**src/rtl/ssd_score_scanner_pkg.sv**
```systemverilog
// Shared constants and helpers for the score scanner: blank code, digit
// indices, converter state encoding and the double-dabble step.
package ssd_score_scanner_pkg;

  localparam logic [3:0] BCD_BLANK = 4'hF;

  localparam logic [1:0] RIGHT_UNITS = 2'd0;
  localparam logic [1:0] RIGHT_TENS  = 2'd1;
  localparam logic [1:0] LEFT_UNITS  = 2'd2;
  localparam logic [1:0] LEFT_TENS   = 2'd3;

  localparam logic [1:0] IDLE   = 2'd0;
  localparam logic [1:0] SHIFT  = 2'd1;
  localparam logic [1:0] COMMIT = 2'd2;

  localparam int BIN_W = 7;
  localparam int SR_W  = 8 + BIN_W;

  typedef struct packed {
    logic [3:0] tens;
    logic [3:0] units;
  } bcd2_t;

  function automatic logic [BIN_W-1:0] clamp99(input logic [BIN_W-1:0] v);
    return (v > 7'd99) ? 7'd99 : v;
  endfunction

  function automatic logic [3:0] add3_if_ge5(input logic [3:0] n);
    return (n >= 4'd5) ? n + 4'd3 : n;
  endfunction

  // One double-dabble iteration: correct both BCD nibbles, then shift in the next binary MSB.
  function automatic logic [SR_W-1:0] dd_step(input logic [SR_W-1:0] s);
    logic [SR_W-1:0] adj;
    adj = {add3_if_ge5(s[14:11]), add3_if_ge5(s[10:7]), s[6:0]};
    return {adj[SR_W-2:0], 1'b0};
  endfunction

endpackage

```
**src/rtl/ssd_score_scanner_if.sv**
```systemverilog
// Score/handshake/display bus between game logic and the scanner.
interface ssd_score_scanner_if;
  logic [6:0] score_l;
  logic [6:0] score_r;
  logic       update;
  logic       busy;
  logic [3:0] digit_sel;
  logic [3:0] bcd_out;

  modport master (
    output score_l, score_r, update,
    input  busy, digit_sel, bcd_out
  );

  modport slave (
    input  score_l, score_r, update,
    output busy, digit_sel, bcd_out
  );
endinterface

```
**src/rtl/ssd_score_scanner_bin7_to_bcd_seq.sv**
```systemverilog
// Iterative 7-bit binary to two-digit BCD converter: start loads the value,
// seven shift-add-3 cycles follow, then one COMMIT cycle presents the result with done.
import ssd_score_scanner_pkg::*;

module bin7_to_bcd_seq (
  input  logic             clk,
  input  logic             rst,
  input  logic             start,
  input  logic [BIN_W-1:0] bin,
  output logic             busy,
  output logic             done,
  output bcd2_t            bcd
);

  logic [1:0]      state_reg;
  logic [SR_W-1:0] sr_reg;
  logic [2:0]      iter_reg;

  always_ff @(posedge clk) begin
    if (rst) begin
      state_reg <= IDLE;
      sr_reg    <= '0;
      iter_reg  <= '0;
    end else begin
      case (state_reg)
        IDLE: begin
          if (start) begin
            sr_reg    <= {8'd0, bin};
            iter_reg  <= '0;
            state_reg <= SHIFT;
          end
        end
        SHIFT: begin
          sr_reg   <= dd_step(sr_reg);
          iter_reg <= iter_reg + 3'd1;
          if (iter_reg == 3'd6) begin
            state_reg <= COMMIT;
          end
        end
        COMMIT: begin
          state_reg <= IDLE;
        end
        default: begin
          state_reg <= IDLE;
        end
      endcase
    end
  end

  assign busy = (state_reg != IDLE);
  assign done = (state_reg == COMMIT);
  assign bcd  = sr_reg[SR_W-1:BIN_W];

endmodule

```
**src/rtl/ssd_score_scanner.sv**
```systemverilog
// Seven-segment score front end: captures two scores, converts them to BCD
// and time-multiplexes the four digits with a one-hot select.
import ssd_score_scanner_pkg::*;

module ssd_score_scanner #(
  parameter int SCAN_DIV      = 50000,
  parameter int BLANK_LEADING = 1
) (
  input  logic                 clk,
  input  logic                 rst,
  ssd_score_scanner_if.slave   bus
);

  localparam int CW = $clog2(SCAN_DIV);
  localparam logic [CW-1:0] CNT_LAST = CW'(SCAN_DIV - 1);

  logic  start;
  logic  busy_l, busy_r;
  logic  done_l, done_r;
  bcd2_t bcd_l, bcd_r;

  bcd2_t   disp_l_reg, disp_r_reg;
  logic [CW-1:0] cnt_reg;
  logic [1:0]    idx_reg;
  logic [3:0]    sel_reg;
  logic [3:0]    bcd_reg;

  logic          wrap;
  logic [CW-1:0] cnt_next;
  logic [1:0]    idx_next;
  logic [3:0]    sel_next;
  logic [3:0]    nib_next;

  // Requests arriving mid-conversion are simply dropped, not queued.
  assign start = bus.update & ~(busy_l | busy_r);

  bin7_to_bcd_seq u_conv_l (
    .clk   (clk),
    .rst   (rst),
    .start (start),
    .bin   (clamp99(bus.score_l)),
    .busy  (busy_l),
    .done  (done_l),
    .bcd   (bcd_l)
  );

  bin7_to_bcd_seq u_conv_r (
    .clk   (clk),
    .rst   (rst),
    .start (start),
    .bin   (clamp99(bus.score_r)),
    .busy  (busy_r),
    .done  (done_r),
    .bcd   (bcd_r)
  );

  function automatic logic [3:0] tens_code(input logic [3:0] t);
    return ((BLANK_LEADING != 0) && (t == 4'd0)) ? BCD_BLANK : t;
  endfunction

  always_comb begin
    wrap     = (cnt_reg == CNT_LAST);
    cnt_next = wrap ? '0 : cnt_reg + CW'(1);
    idx_next = wrap ? idx_reg + 2'd1 : idx_reg;
    sel_next = wrap ? {sel_reg[2:0], sel_reg[3]} : sel_reg;
    nib_next = disp_r_reg.units;
    case (idx_next)
      RIGHT_UNITS: nib_next = disp_r_reg.units;
      RIGHT_TENS:  nib_next = tens_code(disp_r_reg.tens);
      LEFT_UNITS:  nib_next = disp_l_reg.units;
      LEFT_TENS:   nib_next = tens_code(disp_l_reg.tens);
      default:     nib_next = disp_r_reg.units;
    endcase
  end

  // Both scores land in the display registers on the same edge.
  always_ff @(posedge clk) begin
    if (rst) begin
      disp_l_reg <= '0;
      disp_r_reg <= '0;
    end else if (done_l | done_r) begin
      disp_l_reg <= bcd_l;
      disp_r_reg <= bcd_r;
    end
  end

  // bcd_out follows the display registers every cycle, not only at slot boundaries.
  always_ff @(posedge clk) begin
    if (rst) begin
      cnt_reg <= '0;
      idx_reg <= RIGHT_UNITS;
      sel_reg <= 4'b0001;
      bcd_reg <= 4'h0;
    end else begin
      cnt_reg <= cnt_next;
      idx_reg <= idx_next;
      sel_reg <= sel_next;
      bcd_reg <= nib_next;
    end
  end

  assign bus.busy      = busy_l | busy_r;
  assign bus.digit_sel = sel_reg;
  assign bus.bcd_out   = bcd_reg;

endmodule

```
**src/flat_wrapper.sv**
```systemverilog
// flat-port wrapper written by rule: the top's interface ports become plain ports
module ssd_score_scanner_flat 
#(
  parameter int SCAN_DIV      = 50000,
  parameter int BLANK_LEADING = 1
)
  (clk, rst, bus_score_l, bus_score_r, bus_update, bus_busy, bus_digit_sel, bus_bcd_out);
  ssd_score_scanner_if bus_i ();
  input  logic clk;
  input  logic rst;
  input wire logic [$bits(bus_i.score_l)-1:0] bus_score_l;
  input wire logic [$bits(bus_i.score_r)-1:0] bus_score_r;
  input wire logic [$bits(bus_i.update)-1:0] bus_update;
  output wire logic [$bits(bus_i.busy)-1:0] bus_busy;
  output wire logic [$bits(bus_i.digit_sel)-1:0] bus_digit_sel;
  output wire logic [$bits(bus_i.bcd_out)-1:0] bus_bcd_out;
  assign bus_i.score_l = bus_score_l;
  assign bus_i.score_r = bus_score_r;
  assign bus_i.update = bus_update;
  assign bus_busy = bus_i.busy;
  assign bus_digit_sel = bus_i.digit_sel;
  assign bus_bcd_out = bus_i.bcd_out;
  ssd_score_scanner #(.SCAN_DIV(SCAN_DIV), .BLANK_LEADING(BLANK_LEADING)) u_core (.clk(clk), .rst(rst), .bus(bus_i));
endmodule
```
**config.mk**
```make
export PLATFORM = sky130hd
export DESIGN_NAME = ssd_score_scanner_flat
export DESIGN_NICKNAME = d
export VERILOG_FILES = /design/src/rtl/ssd_score_scanner_pkg.sv /design/src/rtl/ssd_score_scanner_if.sv /design/src/rtl/ssd_score_scanner_bin7_to_bcd_seq.sv /design/src/rtl/ssd_score_scanner.sv /design/src/flat_wrapper.sv
export SDC_FILE = /design/constraint.sdc
export NUM_CORES = 1
export LEC_CHECK = 0
export ABC_CLOCK_PERIOD_IN_PS = 2000
export CELL_PAD_IN_SITES_DETAIL_PLACEMENT = 1
export CELL_PAD_IN_SITES_GLOBAL_PLACEMENT = 1
export CORE_UTILIZATION = 44
export CTS_CLUSTER_DIAMETER = 60
export DETAILED_ROUTE_END_ITERATION = 7
export PLACE_DENSITY_LB_ADDON = 0.25
export SYNTH_ARGS = -nofsm -noshare
export SYNTH_HDL_FRONTEND = slang
export SYNTH_SLANG_ARGS = --single-unit
export TNS_END_PERCENT = 1
```
**constraint.sdc**
```tcl
create_clock -name clk -period 2 [get_ports clk]
set_input_delay 0.4 -clock clk [delete_from_list [all_inputs] [get_ports clk]]
set_output_delay 0.4 -clock clk [all_outputs]
set_load 0.01 [all_outputs]
```
==> results of run 1 <==
logic make-up (layout without fill, tap and decap cells):
group                    after synthesis  in the layout
AO/OA/AOI/OAI                         74             74
XOR/XNOR                              23             23
multiplexers                          30             30
adder cells (fa/ha/maj)               13             13
flip-flops                            82             82
buffers and inverters                 38             70
AND/OR/NAND/NOR                      183            183
cell usage in the layout (no fill, tap or decap), types with 8 or more instances in the layout:
cell type and n:
o21ai_0 11, nor3_1 28, dfxtp_1 81, xnor2_1 12, mux2i_1 30, clkbuf_8 9
a22oi_1 10, nor2_1 60, and3_1 8, a21oi_1 41, clkdlybuf4s50_1 23, nand3_1 18
xor2_1 11, inv_1 16, buf_4 13, nand2_1 39, ha_1 13
power by group through the flow:
stage	registers (mW)	clock network (mW)	logic [mW]
floorplan	1.73	0	0.189
global placement	1.74	0	0.278
detailed placement	1.74	0	0.287
CTS	1.70	1.31	0.291
global route	1.71	1.37	0.321
finish	1.70	1.26	0.287
final cells by class:
cell class / count / area [µm²]
Tap cell: 105 / 131
Inverter: 16 / 60.1
Clock inverter: 7 / 81.3
Timing Repair Buffer: 38 / 345
Sequential cell: 82 / 1640
Clock buffer: 9 / 124
Fill cell: 1003 / 3940
Multi-Input combinational cell: 323 / 1980
cell usage after synthesis:
library cell	number	area, µm²
nor4_1	1	6.26
o22ai_1	4	25.0
a21oi_1	41	205
buf_4	2	15.0
clkbuf_1	11	41.3
o311ai_0	2	17.5
nor2_2	2	12.5
nand2_2	1	6.26
and4bb_1	2	25.0
nor3b_1	4	30.0
nand2b_1	7	43.8
nor2b_1	2	12.5
nand3_1	18	90.1
nor3_1	28	140
nand4_1	3	18.8
o21ai_0	11	55.1
nor4_2	1	12.5
inv_1	16	60.1
xor2_1	11	96.3
nor3_2	1	10.0
or2_2	1	6.26
and3_1	8	50.1
a211o_1	1	8.76
nor4b_2	1	15.0
a22oi_1	10	75.1
ha_1	13	163
a31oi_1	3	18.8
o21ai_1	1	5.00
dfxtp_1	82	1640
buf_6	2	22.5
o22ai_2	1	12.5
buf_2	6	30.0
mux2i_1	30	300
and2_1	3	18.8
nor4_4	1	21.3
nor2_1	60	225
xnor2_1	12	105
nand2_1	39	146
buf_1	1	3.75
layer usage:
metal | vias up | wire (µm) | global-route usage (%)
met5 | - | 0 | 0
met4 | 0 | 97 | 6.19
met3 | 9 | 162 | 5.31
met2 | 16 | 4270 | 36.0
met1 | 1522 | 3920 | 24.5
li1 | 1578 | - | -
worst paths after layout:
path,startpoint,to,slack [ns],depth (start not counted)
setup / recovery,u_core.bus.digit_sel[2]$_SDFFE_PP0N_,bus_digit_sel[2],0.32,1
hold / removal,u_core.cnt_reg[0]$_SDFF_PP0_,u_core.cnt_reg[0]$_SDFF_PP0_,0.45,1
setup reg to reg,u_core.cnt_reg[0]$_SDFF_PP0_,u_core.cnt_reg[14]$_SDFF_PP0_,0.36,7
hold reg to reg,u_core.cnt_reg[0]$_SDFF_PP0_,u_core.cnt_reg[0]$_SDFF_PP0_,0.45,1
per-stage QoR:
step	utilization, %	instances
3_5_place_dp	50.0	563
5_1_grt	52.6	580
4_1_cts	52.5	580
2_1_floorplan	-	443
6_report	52.6	580
3_3_place_gp	50.0	563
timing repair:
| item | 4_1_cts | 5_1_grt |
|---|---|---|
| resized for setup | 0 | 2 |
| pin swaps | 1 | 0 |
| setup endpoints to repair | 1 | 1 |
| hold buffers | 0 | 0 |
| setup buffers | 1 | 0 |
==> impl_metrics.json, run 1 <==
{
  "drt-total-wl_um": 8450,
  "ys_seq_area_share_pct": 43.3,
  "clk_pin_slew_ns": 0.09,
  "holdWs_ns": 0.453,
  "setup_tns_ns": 0,
  "pwr_density_cell_nw_per_um2": 746,
  "cp_slowest_stage_delay_ns": 0.56,
  "initial_utilization_pct": 45.7,
  "setup_slack_ns": 0.315,
  "p_leak_nw": 1.62,
  "synth_compound_area_share_pct": 11.2,
  "gp_congestion": 0.729,
  "status": "completed",
  "grt_usage_pct": 20.5,
  "rsz0062_at_grt": "false",
  "cts.sinks": 82,
  "avgRoutedWirePerCell_um": 14.6,
  "synth-seq-cells": 82,
  "grt_overflow": 0,
  "min-delay-path-class": "reg2reg",
  "synthAdderAreaFrac_pct": 4.29,
  "muxShareOfSynthArea_pct": 7.92,
  "synthCells": 443,
  "diodes": 0,
  "dp_hpwl_um": 6040,
  "root_buffer": "clkbuf_8",
  "slowest_stage": "clkdlybuf4s50_1",
  "antenna_found_initial": 0,
  "required_ns": 1.60,
  "cp.arrival_ns": 1.28,
  "cts_inserted_buffers": 9,
  "area_growth_syn_to_layout_pct": 15.0,
  "max_freq_ghz": 0.594,
  "path_max_fanout": 3,
  "drtPass1Iterations": 4,
  "clk_path_buf_depth": 2,
  "cp_cell_sequence": "clkdlybuf4s50_1",
  "synth-simple-area-share_pct": 23.5,
  "p_int_mw": 2.39,
  "fin_worst_skew_ns": 0.00972,
  "end_kind": "primary output",
  "cts_tree": "yes",
  "layout-drive-gt1-share_pct": 8.42,
  "finalCritPeriodShare_pct": 84.2,
  "finalSetupViolCount": 0,
  "remaining_drc_errors": 0,
  "grt_pass1_vias": 3094,
  "grt_max_degree": 29,
  "finalHoldViolCount": 0,
  "cap_viol_max_count": 0,
  "largest_reg_flops": 16,
  "synth_nets": 473,
  "syn_avg_cell_area_um2": 8.56,
  "drt_iter0_markers": 94,
  "syn_area_um2": 3790,
  "critPathLaunchType": "register",
  "seqPwrFrac_pct": 52.4,
  "max_slew_margin_pct": 64.6,
  "ant_nets": 0,
  "vias": 3125,
  "synth_top_family_by_area": "simple AND/OR/NAND/NOR gates",
  "p_total_mw": 3.25,
  "period_minus_slack_ns": 1.68,
  "dp_slack_ns": 0.265,
  "vias_per_cell": 5.39,
  "core_area_um2": 8300,
  "synth_xor_area_share_pct": 5.31,
  "io_pins": 26,
  "place_area_um2": 4150,
  "fin_nets": 500,
  "ir_drop_v": 0.000414,
  "design_area_um2": 4360,
  "yosys_warnings": 0,
  "clock_power_share_pct": 38.8,
  "grt_pass1_wl_um": 14300,
  "die_h_um": 94.8,
  "crit_type": "reg2out",
  "synth_cell_types": 39,
  "p_sw_share_pct": 26.5,
  "num_rows": 33,
  "clk_latency_ns": 0.36,
  "p_sw_uw": 862,
  "slew_violations": 0,
  "max_slew.worst_pin.slew_ns": 0.530,
  "cpLargestDelayFamily": "buffers and inverters",
  "portBuffers": 25,
  "power_frac_comb_pct": 8.8,
  "htreeDepth": 3,
  "die_area_um2": 8990,
  "die_w_um": 94.8,
  "worst-path-buf-inv": 1
}
No activity file was read; power rests on OpenSTA's default activity.
==> run 2, diff against run 1 <==
Settings changed: ABC_CLOCK_PERIOD_IN_PS 2000 to 1800.
Clock period 2 ns to 1.8 ns, I/O delays scaled along.
==> run 2 against run 1 <==
Net effect: critical path depth up 2; first-iteration DRC count down 3.2%; worst setup slack worse by 0.22 ns; largest power group unchanged; worst hold slack worse by 0.10 ns.
==> impl_metrics.json, run 2 (same netlist as run 1, synthesis figures left out) <==
{
  "status": "completed",
  "io_pins": 26,
  "diodes": 0,
  "num_rows": 33,
  "drtPass1Iterations": 4,
  "cts_inserted_buffers": 9,
  "worst-path-buf-inv": 2,
  "grt_usage_pct": 20.6,
  "period_minus_slack_ns": 1.71,
  "cts_tree": "yes",
  "crit_type": "reg2out",
  "required_ns": 1.44,
  "max_freq_ghz": 0.586,
  "ant_nets": 0,
  "root_buffer": "clkbuf_8",
  "hp-start": "rst",
  "portBuffers": 25,
  "power_frac_comb_pct": 8.9,
  "slowest_stage": "dfxtp_1",
  "initial_utilization_pct": 45.7,
  "grt_pass1_wl_um": 14600,
  "die_area_um2": 8990,
  "finalHoldViolCount": 0,
  "clock_power_share_pct": 40.5,
  "dp_hpwl_um": 6130,
  "cp_cell_sequence": "nor4_4 -> inv_1 -> dlygate4sd2_1",
  "vias": 3136,
  "ir_drop_v": 0.000405,
  "grt_max_degree": 35,
  "drt_iter0_markers": 91,
  "fin_nets": 501,
  "grt_overflow": 0,
  "rrSetupSlack_ns": 0.21,
  "die_w_um": 94.8,
  "htreeDepth": 3,
  "path_max_fanout": 3,
  "setup_slack_ns": 0.0946,
  "cpLargestDelayFamily": "flip-flops",
  "remaining_drc_errors": 0,
  "rsz0062_at_grt": "false",
  "final_cell_mix": "dfxtp_1, nor2_1, a21oi_1, nand2_1, mux2i_1",
  "fill_cells": 989,
  "p_sw_share_pct": 24.6,
  "max_slew_margin_pct": 63.5,
  "layout-drive-gt1-share_pct": 9.03,
  "reg2reg_depth": 7,
  "max_slew.worst_pin.slew_ns": 0.547,
  "final_common_cell": "dfxtp_1",
  "area_growth_syn_to_layout_pct": 16.8,
  "finalSetupViolCount": 0,
  "min_to": "u_core.bus.digit_sel[2]$_SDFFE_PP0N_",
  "ctsHoldBuffers": 0,
  "setup_tns_ns": 0,
  "timing.rr.start": "u_core.cnt_reg[0]$_SDFF_PP0_",
  "cts.sinks": 82,
  "clk_latency_ns": 0.36,
  "fin_worst_skew_ns": 0.0120,
  "seqPwrFrac_pct": 50.6,
  "cap_viol_max_count": 0,
  "p_leak_nw": 1.64,
  "gp_congestion": 0.751,
  "pwr_density_cell_nw_per_um2": 845,
  "largest_reg_flops": 16,
  "p_int_mw": 2.82,
  "cp.arrival_ns": 1.35,
  "rr_endpoint": "u_core.cnt_reg[14]$_SDFF_PP0_",
  "clk_path_buf_depth": 2,
  "end_kind": "primary output",
  "die_h_um": 94.8,
  "vias_per_cell": 5.40,
  "avgRoutedWirePerCell_um": 14.7,
  "p_sw_uw": 922,
  "slew_violations": 0,
  "hold_path_depth": 2,
  "dp_slack_ns": 0.0307,
  "critPathLaunchType": "register",
  "finalCritPeriodShare_pct": 94.7,
  "core_area_um2": 8300,
  "drt-total-wl_um": 8530,
  "min-delay-path-class": "in2reg",
  "antenna_found_initial": 0,
  "grt_pass1_vias": 3213,
  "cp_slowest_stage_delay_ns": 0.35,
  "clk_pin_slew_ns": 0.08
}
## run 2: changes by cell type in the layout (fill, tap and decap cells not counted), moves of 2 or more
cell | previous run | this run
buf_12 | 0 | 3
buf_4 | 13 | 11
clkinvlp_4 | 0 | 2
inv_6 | 4 | 1
## run 2: worst reg2reg max path, stage by stage, from the launching register on
cell	delay, ns
dfxtp_1	0.36
ha_1	0.19
and3_1	0.22
nand4_1	0.16
buf_12	0.21
nand2b_1	0.07
buf_4	0.19
nor2_1	0.07
## run 2: final cells by class
class | instances | area, µm² | share of cell area (%)
Tap cell | 105 | 131 | 2.97
Multi-Input combinational cell | 323 | 1980 | 44.8
Clock inverter | 6 | 88.8 | 2.01
Sequential cell | 82 | 1640 | 37.1
Clock buffer | 10 | 138 | 3.11
Timing Repair Buffer | 39 | 387 | 8.73
Inverter | 16 | 60.1 | 1.36
## run 2: per-stage QoR
step	hold slack (ns)	std cells	util [%]	power, mW	instance area [µm²]
2_1_floorplan	0.418	443	-	2.14	3790
3_3_place_gp	0.434	564	50.5	2.26	4190
3_5_place_dp	0.436	564	50.5	2.27	4190
4_1_cts	0.344	581	53.3	3.78	4430
5_1_grt	0.362	581	53.4	3.88	4430
6_report	0.353	581	53.4	3.74	4430
## run 2: metal layers
metal	wire length, µm	share of wire (%)	track usage, %
met3	158	1.9	3.86
met4	94	1.1	6.06
met5	0	0	0
met2	4420	52	37.7
met1	3860	45	24.1
## run 2: repair_timing
action,in CTS,in global routing
setup endpoints to repair,1,3
resized for setup,2,2
pin swaps,1,0
setup buffers,1,0
## run 2: how the worst max path moves through the flow
stage,startpoint,to,slack [ns],depth (start not counted)
finish,u_core.u_conv_r.state_reg[1]$_SDFFE_PP0P_,bus_busy,0.09,3
floorplan,u_core.cnt_reg[0]$_SDFF_PP0_,u_core.bus.digit_sel[0]$_SDFFE_PP1N_,0.31,5
detailed placement,bus_update,u_core.u_conv_r.sr_reg[3]$_SDFFE_PP0P_,0.03,5
CTS,u_core.u_conv_r.state_reg[1]$_SDFFE_PP0P_,bus_busy,0.08,3
global route,u_core.u_conv_r.state_reg[1]$_SDFFE_PP0P_,bus_busy,0.03,3
global placement,bus_update,u_core.u_conv_r.sr_reg[2]$_SDFFE_PP0P_,0.11,5
## run 2: power by group through the flow
stage	clock [mW]	combinational (mW)	sequential, mW
after floorplan	0	0.210	1.93
after global placement	0	0.323	1.93
after detailed placement	0	0.334	1.94
after CTS	1.55	0.337	1.89
after global routing	1.61	0.376	1.90
final	1.51	0.334	1.89
